<file path="src/rtl/dispatch_buffer_pkg.sv">
// Shared types and defaults for the rename-to-dispatch buffer.
package dispatch_buffer_pkg;

    localparam int DISPATCH_BUF_DEPTH = 8;
    localparam int DISPATCH_ROB_WIDTH = 4;

    typedef enum logic [3:0] {
        OP_NOP    = 4'd0,
        OP_ALU    = 4'd1,
        OP_LOAD   = 4'd2,
        OP_STORE  = 4'd3,
        OP_BRANCH = 4'd4
    } opcode_e;

    typedef struct packed {
        opcode_e     opcode;
        logic [4:0]  rd;
        logic [22:0] imm;
    } instruction_t;

    function automatic logic [1:0] popcount2(input logic [1:0] v);
        return {1'b0, v[0]} + {1'b0, v[1]};
    endfunction

endpackage

</file>
<file path="src/rtl/dispatch_buffer_if.sv">
// Rename-side and Dispatch-side signals of the dispatch buffer; master is the buffer itself.
interface dispatch_buffer_if #(
    parameter int ROB_WIDTH = 4
);
    import dispatch_buffer_pkg::*;

    logic                 flush;
    logic [ROB_WIDTH-1:0] flush_rob_tail;
    logic [1:0]           in_valid;
    instruction_t         in_instruction_0;
    instruction_t         in_instruction_1;
    logic                 in_ready;
    logic [ROB_WIDTH:0]   rob_free_count;
    logic                 dispatch_ready;
    logic [1:0]           rename_valid;
    instruction_t         rename_instruction_0;
    instruction_t         rename_instruction_1;
    logic [ROB_WIDTH-1:0] rob_id_0;
    logic [ROB_WIDTH-1:0] rob_id_1;
    logic [1:0]           rob_alloc;

    modport master (
        input  flush, flush_rob_tail, in_valid, in_instruction_0, in_instruction_1,
               rob_free_count, dispatch_ready,
        output in_ready, rename_valid, rename_instruction_0, rename_instruction_1,
               rob_id_0, rob_id_1, rob_alloc
    );

    modport slave (
        output flush, flush_rob_tail, in_valid, in_instruction_0, in_instruction_1,
               rob_free_count, dispatch_ready,
        input  in_ready, rename_valid, rename_instruction_0, rename_instruction_1,
               rob_id_0, rob_id_1, rob_alloc
    );

endinterface

</file>
<file path="src/rtl/dispatch_buffer_ptr.sv">
// Head/tail/count and ROB tail bookkeeping for the dispatch buffer; pointers wrap modulo DEPTH.
module dispatch_buffer_ptr
    import dispatch_buffer_pkg::*;
#(
    parameter int DEPTH     = DISPATCH_BUF_DEPTH,
    parameter int ROB_WIDTH = DISPATCH_ROB_WIDTH,
    localparam int AW       = $clog2(DEPTH),
    localparam int CW       = AW + 1
) (
    input  logic                 clk,
    input  logic                 rst,
    input  logic                 flush_i,
    input  logic [ROB_WIDTH-1:0] flush_rob_tail_i,
    input  logic [1:0]           push_mask_i,
    input  logic [1:0]           pop_mask_i,
    output logic [AW-1:0]        head_o,
    output logic [AW-1:0]        tail_o,
    output logic [CW-1:0]        count_o,
    output logic [ROB_WIDTH-1:0] rob_tail_o
);

    logic [AW-1:0]        head_q, head_d;
    logic [AW-1:0]        tail_q, tail_d;
    logic [CW-1:0]        count_q, count_d;
    logic [ROB_WIDTH-1:0] rob_tail_q, rob_tail_d;
    logic [1:0]           push_n, pop_n;

    assign push_n = popcount2(push_mask_i);
    assign pop_n  = popcount2(pop_mask_i);

    always_comb begin
        head_d     = head_q + AW'(pop_n);
        tail_d     = tail_q + AW'(push_n);
        count_d    = count_q + CW'(push_n) - CW'(pop_n);
        rob_tail_d = rob_tail_q + ROB_WIDTH'(pop_n);
        // A flush discards every queued entry and restarts ROB allocation where the ROB says.
        if (flush_i) begin
            head_d     = '0;
            tail_d     = '0;
            count_d    = '0;
            rob_tail_d = flush_rob_tail_i;
        end
    end

    always_ff @(posedge clk) begin
        if (rst) begin
            head_q     <= '0;
            tail_q     <= '0;
            count_q    <= '0;
            rob_tail_q <= '0;
        end else begin
            head_q     <= head_d;
            tail_q     <= tail_d;
            count_q    <= count_d;
            rob_tail_q <= rob_tail_d;
        end
    end

    assign head_o     = head_q;
    assign tail_o     = tail_q;
    assign count_o    = count_q;
    assign rob_tail_o = rob_tail_q;

endmodule

</file>
<file path="src/rtl/dispatch_buffer.sv">
// In-order 2-wide queue between rename and Dispatch; allocates ROB ids from a circular tail.
module dispatch_buffer
    import dispatch_buffer_pkg::*;
#(
    parameter int DEPTH     = DISPATCH_BUF_DEPTH,
    parameter int ROB_WIDTH = DISPATCH_ROB_WIDTH
) (
    input  logic              clk,
    input  logic              rst,
    dispatch_buffer_if.master bus
);

    localparam int AW = $clog2(DEPTH);
    localparam int CW = AW + 1;

    instruction_t         mem_q [DEPTH];
    logic [AW-1:0]        head_q, tail_q, head_p1, tail_p1;
    logic [CW-1:0]        count_q;
    logic [ROB_WIDTH-1:0] rob_tail_q;
    logic                 active, accept;
    logic [1:0]           avail, rv, alloc, push_mask;

    dispatch_buffer_ptr #(
        .DEPTH     (DEPTH),
        .ROB_WIDTH (ROB_WIDTH)
    ) u_ptr (
        .clk              (clk),
        .rst              (rst),
        .flush_i          (bus.flush),
        .flush_rob_tail_i (bus.flush_rob_tail),
        .push_mask_i      (push_mask),
        .pop_mask_i       (alloc),
        .head_o           (head_q),
        .tail_o           (tail_q),
        .count_o          (count_q),
        .rob_tail_o       (rob_tail_q)
    );

    assign active    = !rst && !bus.flush;
    assign accept    = active && (count_q <= CW'(DEPTH - 2));
    assign push_mask = accept ? bus.in_valid : 2'b00;
    assign head_p1   = head_q + AW'(1);
    assign tail_p1   = tail_q + AW'(1);

    // Presentable entries are bounded by occupancy and by the ROB slots still free.
    always_comb begin
        avail = (count_q >= CW'(2)) ? 2'd2 : count_q[1:0];
        if (bus.rob_free_count < (ROB_WIDTH + 1)'(avail)) begin
            avail = bus.rob_free_count[1:0];
        end
        rv    = active ? {avail[1], |avail} : 2'b00;
        alloc = (active && bus.dispatch_ready) ? rv : 2'b00;
    end

    always_comb begin
        bus.in_ready             = accept;
        bus.rename_valid         = rv;
        bus.rob_alloc            = alloc;
        bus.rename_instruction_0 = active ? mem_q[head_q]  : '0;
        bus.rename_instruction_1 = active ? mem_q[head_p1] : '0;
        bus.rob_id_0             = active ? rob_tail_q : '0;
        bus.rob_id_1             = active ? rob_tail_q + ROB_WIDTH'(1) : '0;
    end

    // Storage is data only; pointers alone decide which slots are live.
    always_ff @(posedge clk) begin
        if (accept) begin
            case (bus.in_valid)
                2'b11: begin
                    mem_q[tail_q]  <= bus.in_instruction_0;
                    mem_q[tail_p1] <= bus.in_instruction_1;
                end
                2'b01:   mem_q[tail_q] <= bus.in_instruction_0;
                2'b10:   mem_q[tail_q] <= bus.in_instruction_1;
                default: ;
            endcase
        end
    end

endmodule

</file>
<file path="src/flat_wrapper.sv">
// flat-port wrapper written by rule: the top's interface ports become plain ports
module dispatch_buffer_flat import dispatch_buffer_pkg::*;
#(
    parameter int DEPTH     = DISPATCH_BUF_DEPTH,
    parameter int ROB_WIDTH = DISPATCH_ROB_WIDTH
)
  (clk, rst, bus_flush, bus_flush_rob_tail, bus_in_valid, bus_in_instruction_0, bus_in_instruction_1, bus_rob_free_count, bus_dispatch_ready, bus_in_ready, bus_rename_valid, bus_rename_instruction_0, bus_rename_instruction_1, bus_rob_id_0, bus_rob_id_1, bus_rob_alloc);
  dispatch_buffer_if #(.ROB_WIDTH(ROB_WIDTH)) bus_i ();
  input  logic clk;
  input  logic rst;
  input wire logic [$bits(bus_i.flush)-1:0] bus_flush;
  input wire logic [$bits(bus_i.flush_rob_tail)-1:0] bus_flush_rob_tail;
  input wire logic [$bits(bus_i.in_valid)-1:0] bus_in_valid;
  input wire logic [$bits(bus_i.in_instruction_0)-1:0] bus_in_instruction_0;
  input wire logic [$bits(bus_i.in_instruction_1)-1:0] bus_in_instruction_1;
  input wire logic [$bits(bus_i.rob_free_count)-1:0] bus_rob_free_count;
  input wire logic [$bits(bus_i.dispatch_ready)-1:0] bus_dispatch_ready;
  output wire logic [$bits(bus_i.in_ready)-1:0] bus_in_ready;
  output wire logic [$bits(bus_i.rename_valid)-1:0] bus_rename_valid;
  output wire logic [$bits(bus_i.rename_instruction_0)-1:0] bus_rename_instruction_0;
  output wire logic [$bits(bus_i.rename_instruction_1)-1:0] bus_rename_instruction_1;
  output wire logic [$bits(bus_i.rob_id_0)-1:0] bus_rob_id_0;
  output wire logic [$bits(bus_i.rob_id_1)-1:0] bus_rob_id_1;
  output wire logic [$bits(bus_i.rob_alloc)-1:0] bus_rob_alloc;
  assign bus_i.flush = bus_flush;
  assign bus_i.flush_rob_tail = bus_flush_rob_tail;
  assign bus_i.in_valid = bus_in_valid;
  assign bus_i.in_instruction_0 = bus_in_instruction_0;
  assign bus_i.in_instruction_1 = bus_in_instruction_1;
  assign bus_i.rob_free_count = bus_rob_free_count;
  assign bus_i.dispatch_ready = bus_dispatch_ready;
  assign bus_in_ready = bus_i.in_ready;
  assign bus_rename_valid = bus_i.rename_valid;
  assign bus_rename_instruction_0 = bus_i.rename_instruction_0;
  assign bus_rename_instruction_1 = bus_i.rename_instruction_1;
  assign bus_rob_id_0 = bus_i.rob_id_0;
  assign bus_rob_id_1 = bus_i.rob_id_1;
  assign bus_rob_alloc = bus_i.rob_alloc;
  dispatch_buffer #(.DEPTH(DEPTH), .ROB_WIDTH(ROB_WIDTH)) u_core (.clk(clk), .rst(rst), .bus(bus_i));
endmodule
</file>
<file path="config.mk">
export PLATFORM = sky130hd
export DESIGN_NAME = dispatch_buffer_flat
export DESIGN_NICKNAME = d
export VERILOG_FILES = /design/src/rtl/dispatch_buffer_pkg.sv /design/src/rtl/dispatch_buffer_if.sv /design/src/rtl/dispatch_buffer_ptr.sv /design/src/rtl/dispatch_buffer.sv /design/src/flat_wrapper.sv
export SDC_FILE = /design/constraint.sdc
export NUM_CORES = 1
export LEC_CHECK = 0
export CAP_MARGIN = 30
export CORE_ASPECT_RATIO = 0.7
export CORE_MARGIN = 2
export CORE_UTILIZATION = 45
export DETAILED_ROUTE_END_ITERATION = 6
export PLACE_DENSITY = 0.69
export SYNTH_ARGS = -nofsm -noshare
export SYNTH_HDL_FRONTEND = slang
export SYNTH_SLANG_ARGS = --single-unit
</file>
<file path="constraint.sdc">
create_clock -name clk -period 7.6 [get_ports clk]
set_clock_uncertainty 0.05 [all_clocks]
set_input_delay 0.76 -clock clk [delete_from_list [all_inputs] [get_ports clk]]
set_output_delay 0.76 -clock clk [all_outputs]
set_load 0.1 [all_outputs]
</file>
==> results.ini <==
[power]
p_per_area_mw_per_mm2=193.1
p_leak_nw=6.513
ir_worst_vdd_v=0.0001606
power_w=0.003583

[sta]
setup_tns_ns=0
rsz0062_at_grt=false
hold_ws_ns=0.5446
setup_violations=0
slew_headroom=0.3369
min_period_over_period=0.6621
slew_violations=0
tightest_slew_ns=0.9915
min_period_ns=5.032
fmax_mhz=198.7
final_hold_viol_count=0

[routing]
dr_total_vias=11490
viasPerCell=6.840
drtAntennaViolNets=0
wl_um=48820
detail_route.wl_per_cell_um=29.07
drcViolationCount=2
initialDrtViolationCount=1508
first_pass_iters=7

[setup_path]
r2r_setup_slack_ns=3.65
required_ns=6.79
end_kind=primary output
slowest_delay_ns=1.13
crit_path_cell_trace=clkdlybuf4s50_1 > or2_2 > nor2_2 > buf_4 > a22o_1 > clkdlybuf4s50_1
critPathMaxFanout=19
worstSetupStartpointType=input pin
cp_slowest_cell=clkdlybuf4s50_1
path_class=input pin to primary output
crit_top_cell=clkdlybuf4s50_1
arrival_ns=4.22

[yosys]
synth_xor_area_frac=0.007750
synthFlopType=edfxtp_1
synth_warnings=0
synth_simple_gate_area_frac=0.06255
synthTopCellsByArea=edfxtp_1 49%, mux4_2 18%, a22o_1 16%
synth_fa_ha_area_frac=0.01898
syn_avg_cell_area_um2=13.89
syn_nets=1239
synth_top_area_share=0.4859
yosysTopAreaCell=edfxtp_1
synth_commonest_cells=288 x a22o_1, 256 x edfxtp_1, 128 x mux4_2, 68 x buf_2, 67 x clkbuf_1
syn_area_mm2=0.01582
syn_inst=1139
ys_seq_elements=270
ys_async_sr_fraction=0
synth_top_family_by_area=multiplexers
synthMuxAreaShare=0.1847
synth_enable_flop_cells=256
ys_seq_area_frac=0.5036
synth-compound-area-share=0.1724
synth.most_common_cell=a22o_1
synthDistinctLibCells=44

[floorplanning]
start_util=0.4565
boundaryPins=156
core-area_mm2=0.03466
die-area_mm2=0.03670
die_h_um=160.9
row_count=57
die_w_um=228.1

[cts]
clk_pin_slew_ns=0.06
cts_root_buffer=clkbuf_16
cts_tree=done
post-cts-setup-buffers=0
htree_num_levels=1
clkSinkCount=270
hold_buffers=0
clk_latency_ns=0.55
cts_buffer_depth=3
post_cts_resized=0
numCtsBuffers=28

[global_routing]
overflow=0
grt_antenna_before_repair=3
grt_usage=0.2621
grt_first_pass_wirelength_um=72020
grt_start_max_net_pins=77
grt_pass1_vias=11350

[job]
cap_violations=0

[place]
hpwl_um=28160
numPortBuffers=155
gp_congestion=0.7897
dpl_cell_area_mm2=0.01768

[final_layout]
drive_gt1_frac=0.1892
design_area_mm2=0.01855
syn_to_final_growth_pct=17.26
nets=1289

[worst_hold_path]
min_path_type=flip-flop to flip-flop

[status]
violations=design-rule violations
status=finished with violations

-- registers in the layout, summed over array words and instances, names as in the netlist --
register	flops
u_core.u_ptr.count_o	4
u_core.u_ptr.rob_tail_o	4
u_core.u_ptr.tail_o	3
u_core.u_ptr.head_o	3
u_core.mem_q	256
-- metal layers --
layer / up-vias / GRT usage / part of all wire
met5: - / 0 / 0.00033
met4: 2 / 0.07368 / 0.024
met3: 92 / 0.06889 / 0.11
met2: 755 / 0.3969 / 0.45
met1: 5913 / 0.3754 / 0.41
li1: 4723 / - / -
-- layout make-up --
| cell class | count | area [um2] |
|---|---|---|
| Fill cell | 2864 | 16110 |
| Sequential cell | 270 | 7973 |
| Multi-Input combinational cell | 681 | 7188 |
| Timing Repair Buffer | 191 | 1862 |
| Clock buffer | 32 | 715.7 |
| Tap cell | 472 | 590.6 |
| Clock inverter | 14 | 153.9 |
| Inverter | 17 | 63.81 |
| Antenna cell | 2 | 5.005 |
-- worst paths after layout --
kind / startpoint / endpoint / cells after the start
setup / recovery: bus_flush / bus_rename_instruction_0[3] / 6
hold reg to reg: u_core.u_ptr.rob_tail_o[3]$_SDFF_PP0_ / u_core.u_ptr.rob_tail_o[3]$_SDFF_PP0_ / 3
hold / removal: u_core.u_ptr.rob_tail_o[3]$_SDFF_PP0_ / u_core.u_ptr.rob_tail_o[3]$_SDFF_PP0_ / 3
setup reg to reg: u_core.u_ptr.count_o[2]$_SDFF_PN0_ / u_core.u_ptr.count_o[3]$_SDFF_PN0_ / 17
-- cell usage in the layout, fill, tap and decap left out, drive strengths merged, types with 2 or more instances in the layout --
cell type      instances
a21oi                  6
a22o                 288
and2                  43
buf                   36
bufinv                 3
clkbuf                32
clkdlybuf4s50        155
clkinv                10
dfxtp                 14
diode                  2
edfxtp               256
fa                     5
ha                    16
inv                   17
mux2i                  4
mux4                 128
nand2                 47
nand2b                 4
nand3                 65
nor2                  33
nor2b                  2
nor3                   3
nor4                   2
o21ai                  7
o31ai                  3
o32a                   2
xnor2                  6
xor2                   5
-- critical path: cells and delay by family --
kind | cells | cell delay [ns]
and+or+nand+nor | 2 | 1.11
AOI/OAI and AO/OA | 1 | 0.19
buffers and inverters | 3 | 2.13
-- kinds of logic after synthesis --
kind of cell	Yosys count
adders and majority gates	21
xor gates and xnor gates	11
buffers and inverters	188
and+or+nand+nor	203
DFF	270
muxes	132
AOI/OAI and AO/OA	314
-- power by group --
| part | internal, W | leakage [nW] | total [W] | switching (W) |
|---|---|---|---|---|
| logic | 0.000210 | 3.66 | 0.000563 | 0.000353 |
| registers | 0.00166 | 2.43 | 0.00168 | 0.0000155 |
| clock network | 0.000770 | 0.425 | 0.00134 | 0.000574 |
| total | 0.00264 | 6.51 | 0.00358 | 0.000942 |
-- per-stage QoR --
stage | utilization | setup slack (ns) | instances
2_1_floorplan | - | 2.906 | 1139
3_3_place_gp | 0.5084 | 2.635 | 1629
3_5_place_dp | 0.5100 | 2.559 | 1631
4_1_cts | 0.5351 | 2.557 | 1677
5_1_grt | 0.5352 | 2.429 | 1678
6_report | 0.5352 | 2.568 | 1679
(Power assumes the default switching activity.)
